--- src/rtl/tlc_pkg.sv ---
// tlc_pkg: state and lamp encodings plus the circular next-approach search.
package tlc_pkg;
  typedef enum logic [1:0] {ALL_RED = 2'd0, GREEN = 2'd1, YELLOW = 2'd2, FLASH = 2'd3} state_t;
  typedef enum logic [1:0] {L_RED, L_YELLOW, L_GREEN, L_OFF} lamp_t;
  localparam int MAX_DIR = 8;
  function automatic logic [2:0] next_dir(input logic [2:0] cur, input logic [MAX_DIR-1:0] dem,
                                          input logic skip_en, input int n);
    int idx;
    next_dir = 3'((int'(cur) + 1) % n);
    // walk from farthest to nearest so the nearest demanding approach wins
    if (skip_en)
      for (int i = n; i >= 1; i--) begin
        idx = (int'(cur) + i) % n;
        if (dem[idx]) next_dir = 3'(idx);
      end
  endfunction
endpackage

--- src/rtl/tlc_multiway_if.sv ---
// tlc_multiway_if: tick, sensors and flash request in; lamps and status out.
interface tlc_multiway_if #(parameter int N_DIR = 2, parameter int DW = $clog2(N_DIR));
  logic tick, flash_req;
  logic [N_DIR-1:0] car_present, red, yellow, green;
  logic [DW-1:0] active_dir;
  logic [1:0] state_o;
  modport master (output tick, car_present, flash_req, input red, yellow, green, active_dir, state_o);
  modport slave (input tick, car_present, flash_req, output red, yellow, green, active_dir, state_o);
endinterface

--- src/rtl/tlc_tick_timer.sv ---
// tlc_tick_timer: down-counter in tick units; load wins over decrement.
module tlc_tick_timer #(
  parameter int TW = 8,
  parameter logic [TW-1:0] RST_VAL = '0
) (
  input  logic          clk,
  input  logic          reset,
  input  logic          tick,
  input  logic          load,
  input  logic [TW-1:0] load_val,
  output logic          expired
);
  logic [TW-1:0] cnt;
  always_ff @(posedge clk or posedge reset)
    if (reset) cnt <= RST_VAL;
    else if (load) cnt <= load_val;
    else if (tick) cnt <= cnt - TW'(1);
  assign expired = tick && cnt == '0;
endmodule

--- src/rtl/tlc_multiway.sv ---
// tlc_multiway: N-approach traffic light FSM with demand skipping and flash mode.
module tlc_multiway
  import tlc_pkg::*;
#(
  parameter int N_DIR    = 2,
  parameter int TW       = 8,
  parameter int G_TICKS  = 10,
  parameter int Y_TICKS  = 3,
  parameter int AR_TICKS = 1,
  parameter int SKIP_EN  = 1,
  parameter int DW       = $clog2(N_DIR)
) (
  input logic clk,
  input logic reset,
  tlc_multiway_if.slave bus
);
  state_t state, state_n;
  logic [DW-1:0] dir, dir_n;
  logic phase, phase_n, load, expired;
  logic [TW-1:0] load_val;
  logic [N_DIR-1:0] d, clr, red_n, yellow_n, green_n;
  logic [MAX_DIR-1:0] dem;
  lamp_t code [N_DIR];

  tlc_tick_timer #(.TW(TW), .RST_VAL(TW'(AR_TICKS - 1))) u_timer (
    .clk, .reset, .tick(bus.tick), .load, .load_val, .expired
  );

  assign dem = MAX_DIR'(d | bus.car_present);
  assign bus.active_dir = dir;
  assign bus.state_o = state;

  always_comb begin
    state_n = state;
    dir_n = dir;
    phase_n = phase;
    load = 1'b0;
    load_val = '0;
    case (state)
      ALL_RED: if (expired) begin
        load = 1'b1;
        if (bus.flash_req) begin
          state_n = FLASH;
          phase_n = 1'b1;
        end else begin
          state_n = GREEN;
          dir_n = DW'(next_dir(3'(dir), dem, SKIP_EN != 0, N_DIR));
          load_val = TW'(G_TICKS - 1);
        end
      end
      GREEN: if (expired || (bus.tick && bus.flash_req)) begin
        state_n = YELLOW;
        load = 1'b1;
        load_val = TW'(Y_TICKS - 1);
      end
      YELLOW: if (expired) begin
        state_n = ALL_RED;
        load = 1'b1;
        load_val = TW'(AR_TICKS - 1);
      end
      default: if (bus.tick) begin
        if (bus.flash_req) phase_n = ~phase;
        else begin
          state_n = ALL_RED;
          load = 1'b1;
          load_val = TW'(AR_TICKS - 1);
        end
      end
    endcase
  end

  // lamps are decoded from the next state so they change on the state edge
  for (genvar i = 0; i < N_DIR; i++) begin : g_lamp
    assign code[i] = state_n == FLASH ? (phase_n ? L_YELLOW : L_OFF) :
                     (DW'(i) == dir_n && state_n == GREEN)  ? L_GREEN :
                     (DW'(i) == dir_n && state_n == YELLOW) ? L_YELLOW : L_RED;
    assign red_n[i]    = code[i] == L_RED;
    assign yellow_n[i] = code[i] == L_YELLOW;
    assign green_n[i]  = code[i] == L_GREEN;
    assign clr[i]      = state_n == GREEN && state != GREEN && DW'(i) == dir_n;
  end

  always_ff @(posedge clk or posedge reset)
    if (reset) begin
      state      <= ALL_RED;
      dir        <= DW'(N_DIR - 1);
      phase      <= 1'b0;
      d          <= '0;
      bus.red    <= '1;
      bus.yellow <= '0;
      bus.green  <= '0;
    end else begin
      state      <= state_n;
      dir        <= dir_n;
      phase      <= phase_n;
      d          <= (d | bus.car_present) & ~clr;
      bus.red    <= red_n;
      bus.yellow <= yellow_n;
      bus.green  <= green_n;
    end
endmodule

--- src/flat_wrapper.sv ---
// flat-port wrapper written by rule: the top's interface ports become plain ports
module tlc_multiway_flat import tlc_pkg::*;
#(
  parameter int N_DIR    = 2,
  parameter int TW       = 8,
  parameter int G_TICKS  = 10,
  parameter int Y_TICKS  = 3,
  parameter int AR_TICKS = 1,
  parameter int SKIP_EN  = 1,
  parameter int DW       = $clog2(N_DIR)
)
  (clk, reset, bus_tick, bus_car_present, bus_flash_req, bus_red, bus_yellow, bus_green, bus_active_dir, bus_state_o);
  tlc_multiway_if #(.N_DIR(N_DIR), .DW(DW)) bus_i ();
  input logic clk;
  input logic reset;
  input wire logic [$bits(bus_i.tick)-1:0] bus_tick;
  input wire logic [$bits(bus_i.car_present)-1:0] bus_car_present;
  input wire logic [$bits(bus_i.flash_req)-1:0] bus_flash_req;
  output wire logic [$bits(bus_i.red)-1:0] bus_red;
  output wire logic [$bits(bus_i.yellow)-1:0] bus_yellow;
  output wire logic [$bits(bus_i.green)-1:0] bus_green;
  output wire logic [$bits(bus_i.active_dir)-1:0] bus_active_dir;
  output wire logic [$bits(bus_i.state_o)-1:0] bus_state_o;
  assign bus_i.tick = bus_tick;
  assign bus_i.car_present = bus_car_present;
  assign bus_i.flash_req = bus_flash_req;
  assign bus_red = bus_i.red;
  assign bus_yellow = bus_i.yellow;
  assign bus_green = bus_i.green;
  assign bus_active_dir = bus_i.active_dir;
  assign bus_state_o = bus_i.state_o;
  tlc_multiway #(.N_DIR(N_DIR), .TW(TW), .G_TICKS(G_TICKS), .Y_TICKS(Y_TICKS), .AR_TICKS(AR_TICKS), .SKIP_EN(SKIP_EN), .DW(DW)) u_core (.clk(clk), .reset(reset), .bus(bus_i));
endmodule
--- config.mk ---
export PLATFORM = sky130hd
export DESIGN_NAME = tlc_multiway_flat
export DESIGN_NICKNAME = d
export VERILOG_FILES = /design/src/rtl/tlc_pkg.sv /design/src/rtl/tlc_multiway_if.sv /design/src/rtl/tlc_tick_timer.sv /design/src/rtl/tlc_multiway.sv /design/src/flat_wrapper.sv
export SDC_FILE = /design/constraint.sdc
export NUM_CORES = 1
export LEC_CHECK = 0
export CAP_MARGIN = 40
export CORE_MARGIN = 2
export CORE_UTILIZATION = 55
export CTS_BUF_LIST = sky130_fd_sc_hd__clkbuf_4
export CTS_CLUSTER_DIAMETER = 120
export CTS_CLUSTER_SIZE = 10
export DETAILED_ROUTE_END_ITERATION = 10
export PLACE_DENSITY = 0.82
export SLEW_MARGIN = 30
export SYNTH_ARGS = -nofsm -noshare
export SYNTH_HDL_FRONTEND = slang
export SYNTH_HIERARCHICAL = 1
export SYNTH_SLANG_ARGS = --single-unit
--- constraint.sdc ---
create_clock -name clk -period 3.1 [get_ports clk]
set_input_delay 0.465 -clock clk [delete_from_list [all_inputs] [get_ports clk]]
set_output_delay 0.465 -clock clk [all_outputs]
set_load 0.02 [all_outputs]
==> summary.txt <==
STA
  • RSZ-0062 raised after global routing: false
  • F_max: 367.6 MHz
  • Fin crit share: 87.76%
  • Clock Skews: 3.216 ps
  • Final Max Tran Viols: 0
  • Final hold violations: 0
  • TNS Setup: 0 ps
  • Tmin final: 2721 ps
  • Setup violations, final: 0

Routing
  • Final ANT Viol Nets: 0
  • WL per Instance: 14.56 um
  • DR pass1 iterations: 4
  • DR iter-0 viols: 13
  • Via/cell ratio: 5.564
  • WL final: 2607 um
  • Vias post-DR: 996
  • DR DRC count: 0

Synthesis
  • Mapped Area: 0.001254 mm2
  • Top cell type's share of synthesized area: 33.93%
  • Synth cell count leaders: dfrtp_1 (17), nand2_1 (16), inv_1 (12)
  • Synth area leader: dfrtp_1
  • Post-synthesis sequential area ratio: 40.22%
  • Syn_area_per_cell: 9.570 um2
  • Top FF cell, synth: dfrtp_1
  • Synth unique cells: 49
  • Top-count cell post-synth: dfrtp_1
  • Synth top area cells: dfrtp_1 (34%), ha_1 (7.0%), dfstp_2 (6.3%), nand2_1 (4.8%), o21ai_0 (3.6%)
  • Post-synth EDFFs: 0
  • Syn. warnings: 6
  • Post-Synthesis Cells: 131
  • Register bit total from synthesis: 20
  • Fraction of registers with async set/reset: 100.0%

Critical path
  • Reg-to-Reg End: u_core/d[0]$_DFF_PP0_
  • Critical path required time: 3300 ps
  • Peak fanout along the critical path: 11
  • Critical Path Start Type: flop
  • CP Class: reg -> reg
  • Flop2flop setup slack: 380 ps
  • FF-to-FF path depth: 8
  • Setup crit end kind: flop
  • Crit path DAT: 2920 ps
  • Worst r2r src: u_core/u_timer/cnt[2]$_DFFE_PP0P_

Outcome
  • Status: finished clean

Finish
  • Share of cells above drive strength 1: 13.91%
  • # nets final: 165
  • Area Overhead vs Synth: 18.66%
  • Fill cells: 170
  • Final Cell Area: 0.001488 mm2
  • Ant diodes: 0

Power and ir drop
  • Power Density: 922.0 mW/mm2
  • Lkg Pwr: 0.6093 nW
  • Part of the power in registers: 35.1%
  • P_sw: 573.0 uW
  • Worst vdd ir: 0.0005600 V
  • Sw frac: 41.77%
  • Int Power: 798.6 uW
  • Clock power frac: 15.6%
  • Logic gate share of total power: 49.2%

Die
  • Die H: 51.75 um
  • Num rows: 17
  • Initial Util: 57.22%
  • Total core area: 0.002191 mm2
  • Die area: 0.002678 mm2
  • Die Span X: 51.75 um
  • IO Count: 15

Clocking
  • Root buffer cell: clkbuf_4
  • CTS Hold Bufs: 0
  • Clock latency on the worst-skew pair: 300 ps
  • CTS max path bufs: 2
  • H-tree level count: 1
  • TritonCTS Sinks: 20
  • CTS tree: built
  • Post-CTS Setup Bufs: 0
  • CTS clock-pin slew for the worst setup and hold paths: 120 ps
  • Num CTS Buffers: 3
  • Post-CTS sizing: 0

Global route
  • Antenna violations before repair: 0
  • Largest net degree at the start of global routing: 17
  • Tot GR Track Use: 23.15%
  • Grt total ovfl: 0
  • Global-route wire length before repair: 4533 um
  • Vias in the first global route: 999

Placement
  • Post-DP HPWL: 1915 um
  • Post-DP Area: 0.001435 mm2
  • GP Congestion: 0.8664
  • Number of port buffers: 14

Flow run
  • Maximum capacitance violations: 0

Worst hold path
  • Hold Path Class: in -> async
## metal layers
metal	wire [um]	share of wire, %	track usage [%]
met3	83	3.2	5.460
met4	19	0.73	5.263
met2	1364	52	41.67
met5	0	0	0
met1	1140	44	27.88
## through the flow
step / util [%] / hold slack [ps] / power, mW / setup WS, ps / instances
after global routing: 67.90 / 461.2 / 1.474 / 219.0 / 179
after global placement: 65.51 / 559.3 / 1.117 / 520.6 / 175
after detailed placement: 65.51 / 587.0 / 1.152 / 447.8 / 175
after floorplan: - / 280.7 / 0.9435 / 602.5 / 135
final: 67.90 / 421.4 / 1.372 / 379.4 / 179
after CTS: 67.90 / 422.5 / 1.377 / 410.2 / 179
## registers in the layout, summed over array words and instances (netlist names)
signal and cells:
u_core/bus.yellow 2, u_core/bus.state_o 2, u_core/bus.active_dir 1, u_core/d 2, u_core/bus.red 2, u_core/u_timer/cnt 8, u_core/bus.green 2, u_core/phase 1
## cells by family (layout without fill, tap and decap cells)
kind of cell / after synthesis / count (layout) / share of synthesized area (%)
AO/OA/AOI/OAI: 29 / 29 / 20.66
XOR/XNOR: 5 / 5 / 3.494
adder cells (fa/ha/maj): 9 / 9 / 8.583
buffers and inverters: 20 / 36 / 6.986
flip-flops: 20 / 20 / 40.22
other: 1 / 5 / 0.2991
AND/OR/NAND/NOR: 47 / 47 / 19.76
## how the worst max path moves through the flow
stage | startpoint | end | slack [ps]
after floorplan | u_core/u_timer/cnt[2]$_DFFE_PP0P_ | u_core/d[0]$_DFF_PP0_ | 600
after global placement | u_core/u_timer/cnt[2]$_DFFE_PP0P_ | u_core/d[0]$_DFF_PP0_ | 520
after detailed placement | u_core/u_timer/cnt[2]$_DFFE_PP0P_ | u_core/d[0]$_DFF_PP0_ | 450
after CTS | u_core/u_timer/cnt[2]$_DFFE_PP0P_ | u_core/d[0]$_DFF_PP0_ | 410
after global routing | u_core/u_timer/cnt[2]$_DFFE_PP0P_ | u_core/d[0]$_DFF_PP0_ | 220
final | u_core/u_timer/cnt[2]$_DFFE_PP0P_ | u_core/d[0]$_DFF_PP0_ | 380
## worst max-delay path, stage by stage (launching register included)
cell      delay (ps)
dfrtp_1          460
or4_4            580
nor4_1           240
buf_4            220
o21bai_1         130
a211oi_1         120
a311oi_4         450
inv_2            100
o41a_1           320
## power by group through the flow
stage / clock [mW] / sequential [mW] / combinational [mW]
finish: 0.214 / 0.482 / 0.675
global route: 0.230 / 0.494 / 0.749
CTS: 0.220 / 0.479 / 0.678
detailed placement: 0 / 0.481 / 0.671
global placement: 0 / 0.478 / 0.639
floorplan: 0 / 0.511 / 0.433
## area by class of cell
type	instances	area [um2]	area share (%)
clock buffers	3	22.52	1.514
clock inverters	1	30.03	2.018
inverters	15	56.30	3.785
multi-input cells	95	676.9	45.50
flip-flops and latches	20	504.2	33.89
well taps	28	35.03	2.355
repair buffers	17	162.7	10.93
## cell usage in the layout, fill, tap and decap left out, types with 2 or more instances in the layout
cell type	instances
a211oi_1	3
maj3_1	2
inv_1	12
nor2b_1	2
conb_1	5
nand2_1	16
xor2_1	2
nand3_1	4
or4_1	2
a21oi_1	2
dfstp_2	3
and2_1	2
ha_1	7
o21ai_0	9
nor2_1	8
inv_2	2
clkdlybuf4s50_1	14
buf_4	3
clkbuf_4	3
dfrtp_1	17
xnor2_1	3
nor3_1	3
Power figures use the tool's default switching activity.
